### config.mk
export PLATFORM = sky130hd
export DESIGN_NAME = bv_urem_slt_seq
export DESIGN_NICKNAME = d
export VERILOG_FILES = /design/src/rtl/bv_urem_pkg.sv /design/src/rtl/bv_urem_slt_seq_cmp.sv /design/src/rtl/bv_urem_slt_seq.sv
export SDC_FILE = /design/constraint.sdc
export NUM_CORES = 1
export LEC_CHECK = 0
export CORE_MARGIN = 4
export CORE_UTILIZATION = 25
export CTS_CLUSTER_DIAMETER = 30
export DETAILED_ROUTE_END_ITERATION = 6
export DONT_BUFFER_PORTS = 1
export PLACE_DENSITY = 0.41
export SLEW_MARGIN = 15
export SYNTH_ARGS = -nofsm -noshare
export SYNTH_HDL_FRONTEND = slang
export SYNTH_SLANG_ARGS = --single-unit
### constraint.sdc
create_clock -name clk -period 7.6 [get_ports clk]
set_clock_uncertainty 0.1 [all_clocks]
set_input_delay 1.14 -clock clk [delete_from_list [all_inputs] [get_ports clk]]
set_output_delay 1.14 -clock clk [all_outputs]
set_load 0.01 [all_outputs]
### src/rtl/bv_urem_pkg.sv
// Shared types, reset constants and the signed less-than helper for the bv_urem_slt_seq datapath.
package bv_urem_pkg;

    typedef enum logic [1:0] {
        IDLE,
        BUSY,
        DONE
    } state_t;

    // Widest operand the slt_f helper handles.
    localparam int unsigned MAX_W = 64;

    localparam state_t RST_STATE     = IDLE;
    localparam logic   RST_IN_READY  = 1'b1;
    localparam logic   RST_OUT_VALID = 1'b0;
    localparam logic   RST_OUT_SLT   = 1'b0;
    localparam logic   RST_OUT_DIVZ  = 1'b0;

    // Signed x < y over the low w bits: shifting the sign bit into the MSB
    // lets a single full-width signed compare serve every width.
    function automatic logic slt_f(input logic [MAX_W-1:0] x,
                                   input logic [MAX_W-1:0] y,
                                   input int unsigned      w);
        logic [MAX_W-1:0] xs;
        logic [MAX_W-1:0] ys;
        xs = x << (MAX_W - w);
        ys = y << (MAX_W - w);
        return $signed(xs) < $signed(ys);
    endfunction

endpackage

### src/rtl/bv_urem_slt_seq_cmp.sv
// Combinational two's-complement less-than over W bits (module bv_slt_cmp).
module bv_slt_cmp
    import bv_urem_pkg::*;
#(
    parameter int unsigned W = 8
) (
    input  logic [W-1:0] x_i,
    input  logic [W-1:0] y_i,
    output logic         lt_o
);

    always_comb begin
        lt_o = slt_f(MAX_W'(x_i), MAX_W'(y_i), W);
    end

endmodule

### src/rtl/bv_urem_slt_seq.sv
// Serial restoring unsigned remainder (SMT-LIB bvurem, b==0 -> a) plus signed r <s t predicate.
// Optional build macro BV_UREM_EARLY_EXIT_EN: a <u b with b!=0 completes in one edge.
module bv_urem_slt_seq
    import bv_urem_pkg::*;
#(
    parameter int unsigned W = 8
) (
    input  logic         clk,
    input  logic         rst,
    input  logic         in_valid,
    output logic         in_ready,
    input  logic [W-1:0] in_a,
    input  logic [W-1:0] in_b,
    input  logic [W-1:0] in_t,
    output logic         out_valid,
    input  logic         out_ready,
    output logic [W-1:0] out_rem,
    output logic         out_slt,
    output logic         out_divz
);

    localparam int unsigned CW = $clog2(W + 1);

    state_t         state_q;
    logic [CW-1:0]  cnt_q;
    logic [W-1:0]   a_sh_q;
    logic [W-1:0]   b_q;
    logic [W-1:0]   t_q;
    logic [W:0]     r_q;
    logic           in_ready_q;
    logic           out_valid_q;
    logic [W-1:0]   out_rem_q;
    logic           out_slt_q;
    logic           out_divz_q;

    logic [W:0]     r_shift;
    logic [W:0]     r_d;
    logic [W-1:0]   cmp_x;
    logic [W-1:0]   cmp_y;
    logic           cmp_lt;
    logic           accept;

    // The dividend is shifted out MSB-first instead of indexed by the counter,
    // which yields the same bit sequence a[counter-1] without a variable select.
    always_comb begin
        r_shift = {r_q[W-1:0], a_sh_q[W-1]};
        r_d     = r_shift;
        if (r_shift >= {1'b0, b_q}) begin
            r_d = r_shift - {1'b0, b_q};
        end
    end

    // In IDLE the compare sees the raw operands (divide-by-zero / early exit);
    // in BUSY it sees the remainder being produced this cycle.
    always_comb begin
        cmp_x = r_d[W-1:0];
        cmp_y = t_q;
        if (state_q == IDLE) begin
            cmp_x = in_a;
            cmp_y = in_t;
        end
    end

    bv_slt_cmp #(
        .W (W)
    ) u_cmp (
        .x_i  (cmp_x),
        .y_i  (cmp_y),
        .lt_o (cmp_lt)
    );

    assign accept = in_valid && in_ready_q;

    always_ff @(posedge clk) begin
        if (rst) begin
            state_q     <= RST_STATE;
            cnt_q       <= '0;
            a_sh_q      <= '0;
            b_q         <= '0;
            t_q         <= '0;
            r_q         <= '0;
            in_ready_q  <= RST_IN_READY;
            out_valid_q <= RST_OUT_VALID;
            out_rem_q   <= '0;
            out_slt_q   <= RST_OUT_SLT;
            out_divz_q  <= RST_OUT_DIVZ;
        end else begin
            case (state_q)
                IDLE: begin
                    if (accept) begin
                        a_sh_q     <= in_a;
                        b_q        <= in_b;
                        t_q        <= in_t;
                        r_q        <= '0;
                        cnt_q      <= CW'(W);
                        in_ready_q <= 1'b0;
                        if (in_b == '0) begin
                            state_q     <= DONE;
                            out_rem_q   <= in_a;
                            out_slt_q   <= cmp_lt;
                            out_divz_q  <= 1'b1;
                            out_valid_q <= 1'b1;
`ifdef BV_UREM_EARLY_EXIT_EN
                        end else if (in_a < in_b) begin
                            state_q     <= DONE;
                            out_rem_q   <= in_a;
                            out_slt_q   <= cmp_lt;
                            out_divz_q  <= 1'b0;
                            out_valid_q <= 1'b1;
`endif
                        end else begin
                            state_q    <= BUSY;
                            out_divz_q <= 1'b0;
                        end
                    end
                end
                BUSY: begin
                    r_q    <= r_d;
                    a_sh_q <= a_sh_q << 1;
                    cnt_q  <= cnt_q - CW'(1);
                    if (cnt_q == CW'(1)) begin
                        state_q     <= DONE;
                        out_rem_q   <= r_d[W-1:0];
                        out_slt_q   <= cmp_lt;
                        out_valid_q <= 1'b1;
                    end
                end
                DONE: begin
                    if (out_ready) begin
                        state_q     <= IDLE;
                        out_valid_q <= 1'b0;
                        in_ready_q  <= 1'b1;
                    end
                end
                default: begin
                    state_q     <= IDLE;
                    out_valid_q <= 1'b0;
                    in_ready_q  <= 1'b1;
                end
            endcase
        end
    end

    assign in_ready  = in_ready_q;
    assign out_valid = out_valid_q;
    assign out_rem   = out_rem_q;
    assign out_slt   = out_slt_q;
    assign out_divz  = out_divz_q;

endmodule
# Word-level counts from Yosys, hierarchy flattened
# Cells that the tools add are included.
dict set report word_totals {
  regBits 50
  latchBits 0
  ram_bits 0
  rom_bits 0
  input_bits 28
  output_inout_bits 12
  wordCells 64
  memories 0
}
dict set report op_classes {
  addsub 2
  mul 0
  div 0
  magnitude_cmp 2
  n_eq_ne 7
  shift 0
  muxes 31
  bitwise_logic 1
  reduce_logical 10
}
# operator n
set ops {}
lappend ops {{$lt 64x64->1} 1}
lappend ops {{$mux 8} 8}
lappend ops {{$pmux 8 s2} 3}
lappend ops {{$mux 1} 10}
lappend ops {{$ge 9x8->1} 1}
lappend ops {{$logic_not 8->1} 1}
lappend ops {{$mux 2} 4}
lappend ops {{$pmux 4 s2} 1}
lappend ops {{$reduce_and 4->1} 2}
lappend ops {{$sub 8x8->8} 1}
lappend ops {{$ne 2x2->1 const B} 3}
lappend ops {{$pmux 1 s3} 2}
lappend ops {{$pmux 2 s3} 1}
lappend ops {{$reduce_and 3->1} 2}
lappend ops {{$eq 4x1->1 const B} 1}
lappend ops {{$mux 4} 1}
lappend ops {{$reduce_and 2->1} 2}
lappend ops {{$sub 4x1->4 const B} 1}
lappend ops {{$eq 2x1->1 const B} 1}
lappend ops {{$eq 2x2->1 const B} 1}
lappend ops {{$logic_not 2->1} 1}
lappend ops {{$ne 2x1->1 const B} 1}
lappend ops {{$pmux 1 s2} 1}
lappend ops {{$reduce_bool 2->1} 1}
lappend ops {{other kinds (2)} 2}

# Logic depth before layout (Yosys ltp)
dict set report logic_depth {
  depth_word 7
  mapped_depth 18
}

# Cells and area by module
# Synthesis repeated with hierarchy kept, for this count alone.
dict set report hier_totals {
  hier_cells 367
  hier_area_um2 2871.5
}
# module instances cells_each area_each_um2 seq_area_each_um2
set modules_own_cells {}
lappend modules_own_cells {bv_urem_slt_seq 1 344 2688.8 1001.0}
lappend modules_own_cells {bv_slt_cmp 1 23 182.7 0.0}

# Worst setup path after synthesis
# No wires, ideal clock.
dict set report synth_path {
  path_type {register to register}
  from {register a_sh_q[7]}
  to {register out_slt_q (netlist: out_slt)}
  arrival_time_ns 3.386
  path_slack_ns 4.026
  path_stages_with_launch 19
  synth_period_minus_slack_ns 3.574
  path_cell_list {dfxtp_1 -> inv_1 -> ha_1 -> inv_1 -> fa_1 -> a21o_1 -> a21oi_1 -> o21ai_0 -> a21oi_1 -> xnor2_1 -> a21oi_1 -> a21oi_1 -> ha_1 -> nand4_1 -> o221ai_1 -> nor4_1 -> mux2_4 -> or3_1 -> a311oi_2}
}
dict set report synth_via {
  elab_chain_len 7
}
# item line_no
set synth_rtl {}
lappend synth_rtl {{start: declaration} bv_urem_slt_seq.sv:26} ;# logic [W-1:0] a_sh_q;
lappend synth_rtl {{start signal: assignment} bv_urem_slt_seq.sv:91} ;# a_sh_q <= in_a;
lappend synth_rtl {{start signal: assignment} bv_urem_slt_seq.sv:119} ;# a_sh_q <= a_sh_q << 1;
lappend synth_rtl {{$sub 8x8->8 / $ge 9x8->1 (equally long branches)} {bv_urem_slt_seq.sv:49, bv_urem_slt_seq.sv:48}}
lappend synth_rtl {{$mux 8 (*)} bv_urem_slt_seq.sv:48} ;# if (r_shift >= {1'b0, b_q}) begin
lappend synth_rtl {{$mux 8 (*)} bv_urem_slt_seq.sv:58} ;# if (state_q == IDLE) begin
lappend synth_rtl {{$lt 64x64->1 (*)} bv_urem_pkg.sv:28} ;# return $signed(xs) < $signed(ys);
lappend synth_rtl {{$mux 1} bv_urem_slt_seq.sv:97} ;# if (in_b == '0) begin
lappend synth_rtl {{$mux 1} bv_urem_slt_seq.sv:90} ;# if (accept) begin
lappend synth_rtl {{$pmux 1 s2 (*)} bv_urem_slt_seq.sv:88} ;# case (state_q)
lappend synth_rtl {{end signal: assignment} bv_urem_slt_seq.sv:100} ;# out_slt_q <= cmp_lt;
lappend synth_rtl {{end signal: assignment} bv_urem_slt_seq.sv:124} ;# out_slt_q <= cmp_lt;
lappend synth_rtl {{end: declaration} bv_urem_slt_seq.sv:33} ;# logic out_slt_q;
# Mark *: on every way between the ends. The rest lies on a longest branch, timed or not. The select of a mux whose other input is x is not followed.
# A chain may end at the register's enable or synchronous reset.

# Worst setup path in the final report
dict set report layout_path {
  from {register b_q[2]}
  to {register out_slt_q (netlist: out_slt)}
}
dict set report layout_via {
  elab_chain_len 7
}
# item line_no
set layout_rtl {}
lappend layout_rtl {{start: declaration} bv_urem_slt_seq.sv:27} ;# logic [W-1:0] b_q;
lappend layout_rtl {{start signal: assignment} bv_urem_slt_seq.sv:92} ;# b_q <= in_b;
lappend layout_rtl {{$sub 8x8->8 / $ge 9x8->1 (equally long branches)} {bv_urem_slt_seq.sv:49, bv_urem_slt_seq.sv:48}}
lappend layout_rtl {{$mux 8 (*)} bv_urem_slt_seq.sv:48}
lappend layout_rtl {{$mux 8 (*)} bv_urem_slt_seq.sv:58}
lappend layout_rtl {{$lt 64x64->1 (*)} bv_urem_pkg.sv:28}
lappend layout_rtl {{$mux 1} bv_urem_slt_seq.sv:97}
lappend layout_rtl {{$mux 1} bv_urem_slt_seq.sv:90}
lappend layout_rtl {{$pmux 1 s2 (*)} bv_urem_slt_seq.sv:88}
# Marked as above.

==> flow_summary.toml <==
[run_status]
outcome = "finished, final reports clean"

[worst_setup_path]
cp_data_required_time_ns = 7.70
cp.arrival_ns = 4.10
cp_cell_sequence = "inv_1, ha_1, a21oi_2, a21boi_0, o21ai_0, mux2i_1, o2bb2ai_1, o21ai_0, ha_1, nand4_1, o221ai_1, nor4b_1, mux2_4, or3_1, a311oi_2"
worst_setup_path_start_kind = "register"
critical_path_class = "register to register"
rr_worst_depth = 15
reg2reg_to = "out_slt"
endpoint_kind = "register"
critPathMaxStageDelay_ns = 0.37
ff2ff_setup_slack_ns = 3.60
crit-reg2reg-launch = "b_q[2]"
path_max_fanout = 5
cp_slowest_cell = "o21ai_0"

[yosys]
netlist_area_mm2 = 0.00284
yosys.area.top_type_share = 0.352
ys_types = 54
netlist_instances = 361
yosys_register_bits = 50
syn_avg_cell_area_um2 = 7.87
synth.net_count = 407
ys_warn_count = 0
ys_seq_area_frac = 0.352
synthTopCellsByArea = "dfxtp_1 35%, a21oi_1 9.3%, nand2_1 8.1%, ha_1 7.5%, nor2_1 4.2%"
synth_top_cell_by_area = "dfxtp_1"

[job]
cap_viol_max_count = 0

[grt]
grt_max_degree = 51
grt_overflow = 0
antenna_found_initial = 0
grtUsageTotal = 0.129
grt_first_pass_wirelength_um = 13300
grt_pass1_vias = 2384

[clocking]
clk_latency_ns = 0.29
cts_htree_levels = 2
hold_buffers = 0
cts_setup_buffers = 0
post_cts_resized = 0
clk_pin_slew_ns = 0.07
clk_path_buf_depth = 2
cts_buffers = 5
cts_tree = "yes"
cts_root_buffer = "clkbuf_16"
cts_num_sinks = 50

[cells_and_area]
layout_common_cells = "61 x nand2_1, 53 x a21oi_1, 50 x dfxtp_1, 32 x nor2_1, 17 x ha_1"
area_growth_pct = 10.2
multi_input_area_mm2 = 0.00170
final_common_cell = "nand2_1"
finish.utilization = 0.285
fin_area_mm2 = 0.00313
fill_cells = 1211
fin_nets = 398
diodes = 0
register_area_mm2 = 0.00100
layout-drive-gt1-share = 0.0708

[timing]
fmaxAchievable_mhz = 250
fin_setup_tns_ns = 0
hold_viol_final = 0
maxSlewHeadroom = 0.320
fin_hold_ws_ns = 0.349
min_period_over_period = 0.526
layout_min_cycle_time_ns = 4.00
worst_pin_slew_ns = 1.02
drv_slew = 0
rsz0062_at_grt = "false"
finalSetupViolCount = 0

[routing]
num_vias = 2432
viasPerCell = 4.93
postRouteWirelength_um = 8210
drt_iter0_drc = 72
first_pass_iters = 4
wl_per_cell_um = 16.7
drcViolationCount = 0
ant_nets = 0

[pwr]
ir_worst_vdd_v = 0.0000989
power.density_mw_per_mm2 = 262
p_leak_nw = 1.17

[die]
num_rows = 38
start_util = 0.259
ios = 40
die_h_um = 115
core_area_mm2 = 0.0110
die_width_um = 115
fp.dieArea_mm2 = 0.0131

[placed_design]
numPortBuffers = 0
hpwl_um = 6050
gp_congestion = 0.797
placed_area_mm2 = 0.00297

[worst_hold_path]
min_from = "t_q[6]"
holdPathEnd = "t_q[6]"
min_path_cells = 2
hold_path_class = "register to register"
critical path: cells and delay by family (launching register included):
family | cells | cell delay (ns)
flops | 1 | 0.33
fa+ha+maj | 2 | 0.73
simple gates | 3 | 0.55
compound gates | 7 | 1.62
mux | 2 | 0.51
buf+inv | 1 | 0.05
final cells by class:
type,count,area share
well taps,140,0.0560
flip-flops and latches,50,0.320
repair buffers,4,0.00959
multi-input cells,275,0.543
clock buffers,5,0.0400
inverters,16,0.0192
clock inverters,3,0.0128
cell families after synthesis:
group           synth area share
compound gates             0.238
xor+xnor                  0.0154
fa+ha+maj                 0.0819
buf+inv                   0.0493
flops                      0.352
mux                       0.0480
simple gates               0.215
flip-flops by register name, indices dropped and copies added, names as in the netlist:
register,cells
r_q,8
cnt_q,4
out_divz,1
in_ready,1
out_slt,1
state_q,2
t_q,8
out_rem,8
out_valid,1
b_q,8
a_sh_q,8
report_power, final:
group | total [W] | internal [W] | switching, W
combinational | 0.000263 | 0.000104 | 0.000159
sequential | 0.000298 | 0.000282 | 0.0000167
clock | 0.000258 | 0.000154 | 0.000103
total | 0.000819 | 0.000540 | 0.000279
how the worst max path moves through the flow:
stage | startpoint | end | slack [ns]
final | b_q[2] | out_slt | 3.60
after CTS | b_q[2] | out_slt | 3.55
after floorplan | a_sh_q[7] | out_slt | 4.03
after global routing | b_q[2] | out_slt | 3.15
after detailed placement | b_q[2] | out_slt | 3.57
after global placement | b_q[2] | out_slt | 3.67
per-layer routing:
metal | up-vias | share of wire | track usage
met2 | 41 | 0.45 | 0.203
li1 | 1248 | - | -
met4 | 0 | 0.0041 | 0.0214
met1 | 1141 | 0.49 | 0.181
met3 | 2 | 0.051 | 0.0301
met5 | - | 0 | 0
through the flow:
| step | total power (W) | setup WS [ns] | cells |
|---|---|---|---|
| after floorplan | 0.000510 | 4.03 | 361 |
| after global placement | 0.000570 | 3.67 | 485 |
| after detailed placement | 0.000572 | 3.57 | 485 |
| after CTS | 0.000832 | 3.55 | 493 |
| after global routing | 0.000874 | 3.15 | 493 |
| final | 0.000819 | 3.60 | 493 |
Yosys cell counts (all sizes together):
| master | count |
|---|---|
| a21o | 3 |
| ha | 17 |
| inv | 16 |
| nand3b | 2 |
| nor4 | 5 |
| a31oi | 1 |
| a2111oi | 3 |
| o21a | 3 |
| o22ai | 1 |
| mux2i | 11 |
| buf | 6 |
| a32oi | 1 |
| a21oi | 54 |
| nand2b | 5 |
| dfxtp | 50 |
| fa | 1 |
| nor3b | 1 |
| nand2 | 63 |
| clkbuf | 14 |
| o2bb2ai | 1 |
| mux2 | 2 |
| a21boi | 1 |
| a211o | 2 |
| nor2b | 3 |
| or2 | 2 |
| xnor2 | 3 |
| o21ai | 16 |
| a2bb2oi | 1 |
| nor3 | 4 |
| nand3 | 8 |
| a22oi | 7 |
| a211oi | 5 |
| nand4 | 2 |
| nor2 | 33 |
| or3 | 2 |
| o211ai | 3 |
| o221ai | 1 |
| a311oi | 3 |
| nor4b | 1 |
| and3b | 1 |
| xor2 | 2 |
| and3 | 1 |
No activity file was read; power rests on OpenSTA's default activity.
